[config.mk]
export PLATFORM = sky130hd
export DESIGN_NAME = tx_ds_char
export DESIGN_NICKNAME = d
export VERILOG_FILES = /design/src/rtl/tx_ds_char_pkg.sv /design/src/rtl/tx_ds_char.sv
export SDC_FILE = /design/constraint.sdc
export NUM_CORES = 1
export LEC_CHECK = 0
export CAP_MARGIN = 5
export CORE_MARGIN = 5
export CORE_UTILIZATION = 57
export DETAILED_ROUTE_END_ITERATION = 7
export MAX_ROUTING_LAYER = met4
export PLACE_DENSITY = 0.87
export SYNTH_ARGS = -nofsm -noshare
export SYNTH_HDL_FRONTEND = slang
export SYNTH_SLANG_ARGS = --single-unit
export TNS_END_PERCENT = 100
[constraint.sdc]
create_clock -name txClk -period 6.2 [get_ports txClk]
set_input_delay 0.93 -clock txClk [delete_from_list [all_inputs] [get_ports txClk]]
set_output_delay 0.93 -clock txClk [all_outputs]
set_load 0.005 [all_outputs]
[src/rtl/tx_ds_char_pkg.sv]
// ---------------------------------------------------------------------------
// tx_ds_char_pkg
// Shared definitions for the DS-link character layer, used by the
// transmitter and by the matching character receiver:
//   state_t        one-hot character-sequencer states
//   LCODE_*        L-char control codes
//   *_CHAR_PAIRS   pairs on the wire per character type (ICT pair included)
//   pair_for()     the 2-bit pair a given state puts on the serializer
// No ports (package).
// ---------------------------------------------------------------------------
package tx_ds_char_pkg;

  typedef enum logic [6:0] {
    ST_IDLE     = 7'b000_0001,
    ST_SEND_ICT = 7'b000_0010,
    ST_SEND_P0  = 7'b000_0100,
    ST_SEND_P1  = 7'b000_1000,
    ST_SEND_P2  = 7'b001_0000,
    ST_SEND_P3  = 7'b010_0000,
    ST_SEND_CMD = 7'b100_0000
  } state_t;

  localparam logic [1:0] LCODE_FCT = 2'b00;
  localparam logic [1:0] LCODE_EOP = 2'b01;
  localparam logic [1:0] LCODE_EEP = 2'b10;
  localparam logic [1:0] LCODE_ESC = 2'b11;

  localparam int N_CHAR_PAIRS = 5;
  localparam int L_CHAR_PAIRS = 2;

  // Pair driven while sitting in state st. The ICT pair is {flag, p}; p is
  // chosen so that the previous character's bits, p and flag XOR to 1.
  // An L-char carries its code in data[1:0].
  function automatic logic [1:0] pair_for(
    input state_t     st,
    input logic       is_l,
    input logic [7:0] data,
    input logic [1:0] acc
  );
    logic [1:0] pair;
    pair = 2'b00;
    case (st)
      ST_SEND_ICT: pair = {is_l, ~(^acc ^ is_l)};
      ST_SEND_P0:  pair = data[1:0];
      ST_SEND_P1:  pair = data[3:2];
      ST_SEND_P2:  pair = data[5:4];
      ST_SEND_P3:  pair = data[7:6];
      ST_SEND_CMD: pair = data[1:0];
      default:     pair = 2'b00;
    endcase
    return pair;
  endfunction

endpackage

[src/rtl/tx_ds_char.sv]
// ---------------------------------------------------------------------------
// tx_ds_char
// Character-level transmitter for the DS link. Takes N-chars (8-bit data)
// and L-chars (2-bit control code) from the link FSM / TX FIFO and hands
// them to the DS bit serializer as 2-bit pairs, LSB pair first, preceded by
// an ICT pair {flag, odd parity}.
//
// Ports
//   txClk      in   clock, all state on rising edge
//   txReset    in   synchronous active-high reset
//   charValid  in   upstream offers a character
//   charIsL    in   1 = L-char (code in charData[1:0]), 0 = N-char
//   charData   in   [7:0] N-char data / L-char code
//   charReady  out  character accepted when charValid && charReady
//   q          out  [1:0] pair to serializer, q[1] sent first
//   qValid     out  q holds a valid pair
//   qReady     in   serializer takes the pair when qValid && qReady
//   busy       out  a character is in flight
//
// State table
//   state        | meaning
//   ST_IDLE      | nothing in flight, ready for a character
//   ST_SEND_ICT  | offering {flag, parity} pair
//   ST_SEND_P0   | offering data[1:0]
//   ST_SEND_P1   | offering data[3:2]
//   ST_SEND_P2   | offering data[5:4]
//   ST_SEND_P3   | offering data[7:6], may accept the next character
//   ST_SEND_CMD  | offering L-char code, may accept the next character
// ---------------------------------------------------------------------------
module tx_ds_char
  import tx_ds_char_pkg::*;
(
  input  logic       txClk,
  input  logic       txReset,
  input  logic       charValid,
  input  logic       charIsL,
  input  logic [7:0] charData,
  output logic       charReady,
  output logic [1:0] q,
  output logic       qValid,
  input  logic       qReady,
  output logic       busy
);

  state_t     r_state;
  logic [1:0] r_acc;
  logic [7:0] r_data;
  logic       r_is_l;
  logic [1:0] r_q;
  logic       r_q_valid;
  logic       r_busy;

  state_t     w_state_nxt;
  logic [1:0] w_acc_nxt;
  logic [7:0] w_data_nxt;
  logic       w_is_l_nxt;
  logic       w_adv;
  logic       w_last;
  logic       w_char_ready;
  logic       w_accept;

  assign w_adv  = r_q_valid & qReady;
  assign w_last = (r_state == ST_SEND_P3) || (r_state == ST_SEND_CMD);

  // Ready in the last pair of a character only when that pair leaves this
  // cycle, so the next ICT follows with no idle gap.
  assign w_char_ready = ~txReset & ((r_state == ST_IDLE) | (w_last & qReady));
  assign w_accept     = charValid & w_char_ready;

  always_comb begin
    w_state_nxt = r_state;
    w_acc_nxt   = r_acc;
    w_data_nxt  = r_data;
    w_is_l_nxt  = r_is_l;
    unique case (r_state)
      ST_IDLE: begin
        if (w_accept) begin
          w_data_nxt  = charData;
          w_is_l_nxt  = charIsL;
          w_state_nxt = ST_SEND_ICT;
        end
      end
      ST_SEND_ICT: begin
        if (w_adv) begin
          // Parity of the next character covers only this one's payload.
          w_acc_nxt   = 2'b00;
          w_state_nxt = r_is_l ? ST_SEND_CMD : ST_SEND_P0;
        end
      end
      ST_SEND_P0: begin
        if (w_adv) begin
          w_acc_nxt   = r_acc ^ r_q;
          w_state_nxt = ST_SEND_P1;
        end
      end
      ST_SEND_P1: begin
        if (w_adv) begin
          w_acc_nxt   = r_acc ^ r_q;
          w_state_nxt = ST_SEND_P2;
        end
      end
      ST_SEND_P2: begin
        if (w_adv) begin
          w_acc_nxt   = r_acc ^ r_q;
          w_state_nxt = ST_SEND_P3;
        end
      end
      ST_SEND_P3, ST_SEND_CMD: begin
        if (w_adv) begin
          w_acc_nxt   = r_acc ^ r_q;
          w_state_nxt = ST_IDLE;
          if (w_accept) begin
            w_data_nxt  = charData;
            w_is_l_nxt  = charIsL;
            w_state_nxt = ST_SEND_ICT;
          end
        end
      end
      default: begin
        w_state_nxt = ST_IDLE;
      end
    endcase
  end

  // q is computed from the next-state values so it is a flop output and
  // stays put while the serializer stalls.
  always_ff @(posedge txClk) begin
    if (txReset) begin
      r_state   <= ST_IDLE;
      r_acc     <= 2'b00;
      r_data    <= 8'h00;
      r_is_l    <= 1'b0;
      r_q       <= 2'b00;
      r_q_valid <= 1'b0;
      r_busy    <= 1'b0;
    end else begin
      r_state   <= w_state_nxt;
      r_acc     <= w_acc_nxt;
      r_data    <= w_data_nxt;
      r_is_l    <= w_is_l_nxt;
      r_q       <= pair_for(w_state_nxt, w_is_l_nxt, w_data_nxt, w_acc_nxt);
      r_q_valid <= (w_state_nxt != ST_IDLE);
      r_busy    <= (w_state_nxt != ST_IDLE);
    end
  end

  assign charReady = w_char_ready;
  assign q         = r_q;
  assign qValid    = r_q_valid;
  assign busy      = r_busy;

endmodule

==> results by group, run 1 <==
Die
  – Area of the core: between 1500 and 2000 sq um
  – DIE HEIGHT: roughly 56 microns
  – IO Count: 18
  – Initial Utilization: 60.86%
  – Die width: 56 microns
  – Die area: 3136 sq um
  – Row Count: 16

Yosys
  – Sequential share of the synthesized area: 34.85%
  – Post-synth top area cell: dfxtp_1
  – Synth cell types: 47
  – Post-synthesis cell count: around 150
  – Syn_area_per_cell: roughly 8.0 sq um
  – Post-synthesis register bit count: 21
  – Area contributors post-synth: dfxtp_1 35%, a21oi_1 5.8%, nor2_1 4.4%
  – Synth Net Count: approximately 160
  – Ys Warns: 0
  – Post-Syn Area: 1206 sq um
  – Synth top area share: 34.85%

Clock network
  – CTS Buffer Depth: 2
  – CTS buffer count: 3
  – Clock latency at the later pin of the worst-skew pair: 310 ps
  – Setup bufs post-CTS: 0
  – Hold_buf cts: 0
  – CTS root buf: clkbuf_4
  – CTS tree: done
  – Sink Count: 21
  – H-tree depth: 1
  – Post-cts sizing count: 0
  – Clock transition at path regs: 120 ps

Timing
  – Final setup margin: 2679 ps
  – Worst slew pin tran: 806.7 ps
  – Setup TNS: 0 ps
  – Rel. slew slack: 46.05%
  – Final setup viols: 0
  – Fin crit share: 56.79%
  – Clock skew: 3.526 ps
  – Max frequency: 0.2840 GHz
  – Hold Fails Final Rpt: 0
  – Final Max Tran Viols: 0
  – Final Critical Period: 3521 ps
  – RSZ-0062 raised after global routing: no

Route
  – Detailed-route vias per instance: about 6.6
  – Vias: 1,239
  – DRC Markers: 0
  – ANT nets after route: 0
  – Iteration-0 DRC Markers: 64
  – WL final: 3193 microns
  – Drt first pass iters: 4
  – WL/cell: 16.89 microns

Layout
  – Share of layout cells above drive strength 1: 6.790%
  – Most common cell after layout, fill and taps aside: dfxtp_1
  – ANT cells: 0
  – Area Overhead vs Synth: 15.66%
  – Nets@finish: approximately 180
  – Most frequent cells in the layout: 21 x dfxtp_1, 17 x clkdlybuf4s50_1, 14 x nor2_1, 14 x a21oi_1, 13 x nand2_1

Global route
  – Total gr overflow: 0
  – First-pass GRT wire length: 5271 microns
  – Initial antenna violation count: 0
  – Largest net degree at the start of global routing: 24
  – Vias in the first global route: 1,157
  – GRT Util Overall: a little over a fifth

Critical path
  – Max incr delay on CP: 820 ps
  – Startpoint class of the critical path: primary input
  – Top cell by count, worst path: clkdlybuf4s50_1
  – Worst path cell trace: clkdlybuf4s50_1 -> a21oi_1 -> clkdlybuf4s50_1
  – Worst Path Arrival: 2590 ps
  – Critical Path RT: 5270 ps
  – Crit path max-delay family: buffers and inverters
  – Crit path buf inv count: 2
  – Slowest CP cell: clkdlybuf4s50_1
  – Critical-path maximum fanout: 23
  – Crit Path Category: primary input to primary output
  – Endpoint class of the critical path: primary output

Placed design
  – Dpl hpwl: 2318 microns
  – Placer Congestion: 0.8847
  – Place WS: 2429 ps
  – Buffers on Ports: 17

Power and ir drop
  – PwrDens: 184.9 nW/um^2
  – Maximum vdd ir drop: 0.1497 mV
  – Leakage: ~0.54 nW

Job
  – Maxcap violations: 0

Min path
  – Worst hold path type: flip-flop to flip-flop

Status
  – Status: finished clean
## registers in the layout, indices dropped and copies added, names as in the netlist
register and flops:
r_acc 2, r_state 7, q 2, r_is_l 1
busy 1, r_data 8
## cell families after synthesis
kind of cell,after synthesis,synth area share [%]
compound gates,38,21.16
simple gates,68,31.02
mux,4,3.423
flops,21,34.85
xor+xnor,7,5.083
buf+inv,13,4.460
## area by class of cell
cell class / count / area (sq um)
multi-input combinational: 117 / 732.0
fill: 161 / 586.8
sequential: 21 / 420.4
timing repair buffer: 17 / 170.2
tap: 27 / 33.78
clock buffer: 3 / 22.52
inverter: 3 / 11.26
clock inverter: 1 / 5.005
## cell usage after synthesis, drive strengths merged
| cell type | number |
|---|---|
| a2111oi | 1 |
| a211o | 2 |
| a21bo | 1 |
| a21oi | 14 |
| a221oi | 2 |
| a22oi | 2 |
| a31oi | 1 |
| a32oi | 1 |
| a41o | 1 |
| and2 | 3 |
| and3 | 3 |
| and4 | 1 |
| buf | 5 |
| clkbuf | 5 |
| dfxtp | 21 |
| inv | 3 |
| mux2 | 1 |
| mux2i | 3 |
| nand2 | 14 |
| nand2b | 3 |
| nand3 | 8 |
| nand4 | 1 |
| nand4b | 1 |
| nor2 | 14 |
| nor2b | 2 |
| nor3 | 5 |
| nor4 | 4 |
| nor4b | 3 |
| o211a | 1 |
| o211ai | 1 |
| o21a | 1 |
| o21ai | 6 |
| o221ai | 1 |
| o22a | 1 |
| o22ai | 2 |
| or2 | 1 |
| or2b | 1 |
| or3 | 1 |
| or4 | 3 |
| xnor2 | 1 |
| xor2 | 6 |
## final timing paths
kind	start	end	slack [ps]	cells past startpoint
hold reg to reg	r_data[3]	r_data[3]	480	2
hold / removal	r_data[3]	r_data[3]	480	2
setup / recovery	txReset	charReady	2680	3
setup reg to reg	r_state[0]	q[1]	3480	6
## where the power goes
part	switching, W	internal (W)
Combinational	0.0000219	0.0000220
Sequential	0.00000561	0.000140
Clock	0.0000442	0.0000241
## routing by layer
| metal | part of all wire [%] | track usage (%) |
|---|---|---|
| met1 | 41 | 27.41 |
| met5 | 0 | - |
| met2 | 50 | 33.72 |
| met4 | 2.6 | 6.441 |
| met3 | 7.0 | 3.480 |
## through the flow
step                total power, W  instance area [sq um]  instances  utilization (%)  hold WS, ps
finish                   0.0002580                   1395        189            70.39        478.5
global route             0.0002690                   1395        189            70.39        509.9
CTS                      0.0002567                   1395        189            70.39        478.3
detailed placement       0.0001912                   1368        185            69.00        459.9
global placement         0.0001890                   1368        185            69.00        458.5
floorplan                0.0001725                   1206        151                -        427.4
## worst register-to-register path: stages, from the launching register on
cell,delay [ps]
dfxtp_1,440
or4_4,570
or4_1,670
nand2_4,150
mux2_2,360
a221oi_1,300
a31oi_2,120
Power figures use the tool's default switching activity.
==> run 2: changes to the inputs <==
--- a/config.mk
+++ b/config.mk
@@ -7,10 +7,10 @@
 export LEC_CHECK = 0
 export CAP_MARGIN = 5
 export CORE_MARGIN = 5
-export CORE_UTILIZATION = 57
+export CORE_UTILIZATION = 53
 export DETAILED_ROUTE_END_ITERATION = 7
 export MAX_ROUTING_LAYER = met4
-export PLACE_DENSITY = 0.87
+export PLACE_DENSITY = 0.82
 export SYNTH_ARGS = -nofsm -noshare
 export SYNTH_HDL_FRONTEND = slang
 export SYNTH_SLANG_ARGS = --single-unit
==> constraint.sdc (replaced) <==
create_clock -name txClk -period 3.55 [get_ports txClk]
set_input_delay 0.5325 -clock txClk [delete_from_list [all_inputs] [get_ports txClk]]
set_output_delay 0.5325 -clock txClk [all_outputs]
set_load 0.005 [all_outputs]
==> results by group, run 2 (synthesized netlist as in run 1, its figures left out) <==
Layout
  – ANT cells: 0
  – Max reg flops: 8
  – Share of layout cells above drive strength 1: 6.748%
  – Final Non-Filler Cells: 191
  – Area Overhead vs Synth: 16.29%
  – Nets@finish: 177
  – Most common cell after layout, fill and taps aside: dfxtp_1
  – Most frequent cells in the layout: 21 x dfxtp_1, 17 x clkdlybuf4s50_1, 14 x nor2_1, 14 x a21oi_1, 13 x nand2_1
  – Final core occ: 64.02%
  – Largest register by flop count: r_data
  – Largest regs: r_data (8), r_state (7)
  – # fillers: 194

Clock network
  – CTS root buf: clkbuf_4
  – Clock latency at the later pin of the worst-skew pair: 300 ps
  – Setup bufs post-CTS: 0
  – H-tree depth: 1
  – CTS tree: done
  – CTS buffer count: 3
  – Post-cts sizing count: 0
  – Sink Count: 21
  – Hold_buf cts: 0
  – CTS Buffer Depth: 2
  – Clock transition at path regs: around 110 ps

Placed design
  – Cells after DPL: 187
  – Placer Congestion: roughly 0.94
  – Dpl hpwl: 2124 microns
  – Buffers on Ports: 17

Critical path
  – Startpoint class of the critical path: flip-flop
  – Worst Path Arrival: 2260 ps
  – Crit Path Category: flip-flop to primary output
  – Critical-path maximum fanout: 11
  – Critical Path RT: between 3000 and 4000 ps
  – Endpoint class of the critical path: primary output
  – R2R depth: 6

Route
  – WL/cell: 15.08 microns
  – Met2 wire length: 1366 microns
  – Iteration-0 DRC Markers: 45
  – Detailed-route vias per instance: 6.220
  – Vias: between 1,000 and 1,500
  – Drt first pass iters: 4
  – ANT nets after route: 0
  – Wl on met1: 1270 microns
  – DRC Markers: 0
  – WL final: between 2000 and 3000 microns
  – DR top layer: met4
  – WL met3: 182 microns

Timing
  – Final Critical Period: 2792 ps
  – Worst slew pin tran: roughly 590 ps
  – Fin crit share: 78.66%
  – Max frequency: between 0.3 and 0.4 GHz
  – RSZ-0062 raised after global routing: no
  – Rel. slew slack: 60.22%
  – Final Max Tran Viols: 0
  – Hold_ws: approximately 460 ps
  – Setup TNS: 0 ps
  – Final setup viols: 0
  – Hold Fails Final Rpt: 0
  – Clock skew: 2.278 ps

Die
  – Initial Utilization: 55.05%
  – DIE HEIGHT: 57.71 microns
  – Row Count: 17
  – Area of the core: 2191 sq um
  – Die area: 3330 sq um
  – IO Count: 18
  – Die width: 57.71 microns

Global route
  – Largest net degree at the start of global routing: 23
  – GRT Util Overall: 18.77%
  – Total gr overflow: 0
  – Vias in the first global route: 1,120
  – First-pass GRT wire length: ~4800 microns
  – Initial antenna violation count: 0

Min path
  – Hold Path Stages: 2
  – Worst hold path type: flip-flop to flip-flop

Power and ir drop
  – PwrDens: ~310 nW/um^2
  – Tot Pwr: 0.0004415 W
  – Maximum vdd ir drop: 0.2605 mV
  – Leakage: 0.5399 nW

Job
  – Maxcap violations: 0

Status
  – Status: finished clean
-- run 2: cell count changes in the layout (fill, tap and decap cells not counted), sizes merged --
cell,change
clkbuf,+1
buf,+1
clkinv,-1
-- run 2: metrics by stage --
stage	setup slack, ps	area, sq um
detailed placement	647.4	1376
global route	648.4	1403
global placement	727.1	1376
finish	757.6	1403
CTS	754.1	1403
floorplan	1069	1206
-- run 2: area by class of cell --
class / instances / area (sq um) / share of cell area [%]
tap: 28 / 35.03 / 2.498
clock buffer: 4 / 26.28 / 1.873
multi-input combinational: 117 / 732.0 / 52.19
sequential: 21 / 420.4 / 29.97
timing repair buffer: 18 / 177.7 / 12.67
inverter: 3 / 11.26 / 0.8029
-- run 2: worst max-delay path, cell delays in order, from the launching register on --
cell	delay (ps)
dfxtp_1	430
or4_4	540
nor3_1	230
nand2_1	90
a21oi_1	160
clkdlybuf4s50_1	510
-- run 2: layer usage --
| layer | track usage (%) | up-vias |
|---|---|---|
| met5 | - | - |
| met2 | 30.16 | 51 |
| met3 | 2.895 | 7 |
| met4 | 9.603 | 0 |
| li1 | - | 574 |
| met1 | 22.58 | 556 |
-- run 2: worst paths after layout --
check | startpoint | endpoint | slack [ps]
hold / removal | r_data[3] | r_data[3] | 460
setup reg to reg | r_state[0] | q[1] | 820
hold reg to reg | r_data[3] | r_data[3] | 460
setup / recovery | r_state[0] | charReady | 760
-- run 2: power breakdown --
part           internal (W)  switching, W   total, W
clock network     0.0000439     0.0000682   0.000112
logic             0.0000391     0.0000366  0.0000756
registers          0.000245    0.00000909   0.000254
total              0.000328      0.000114   0.000441
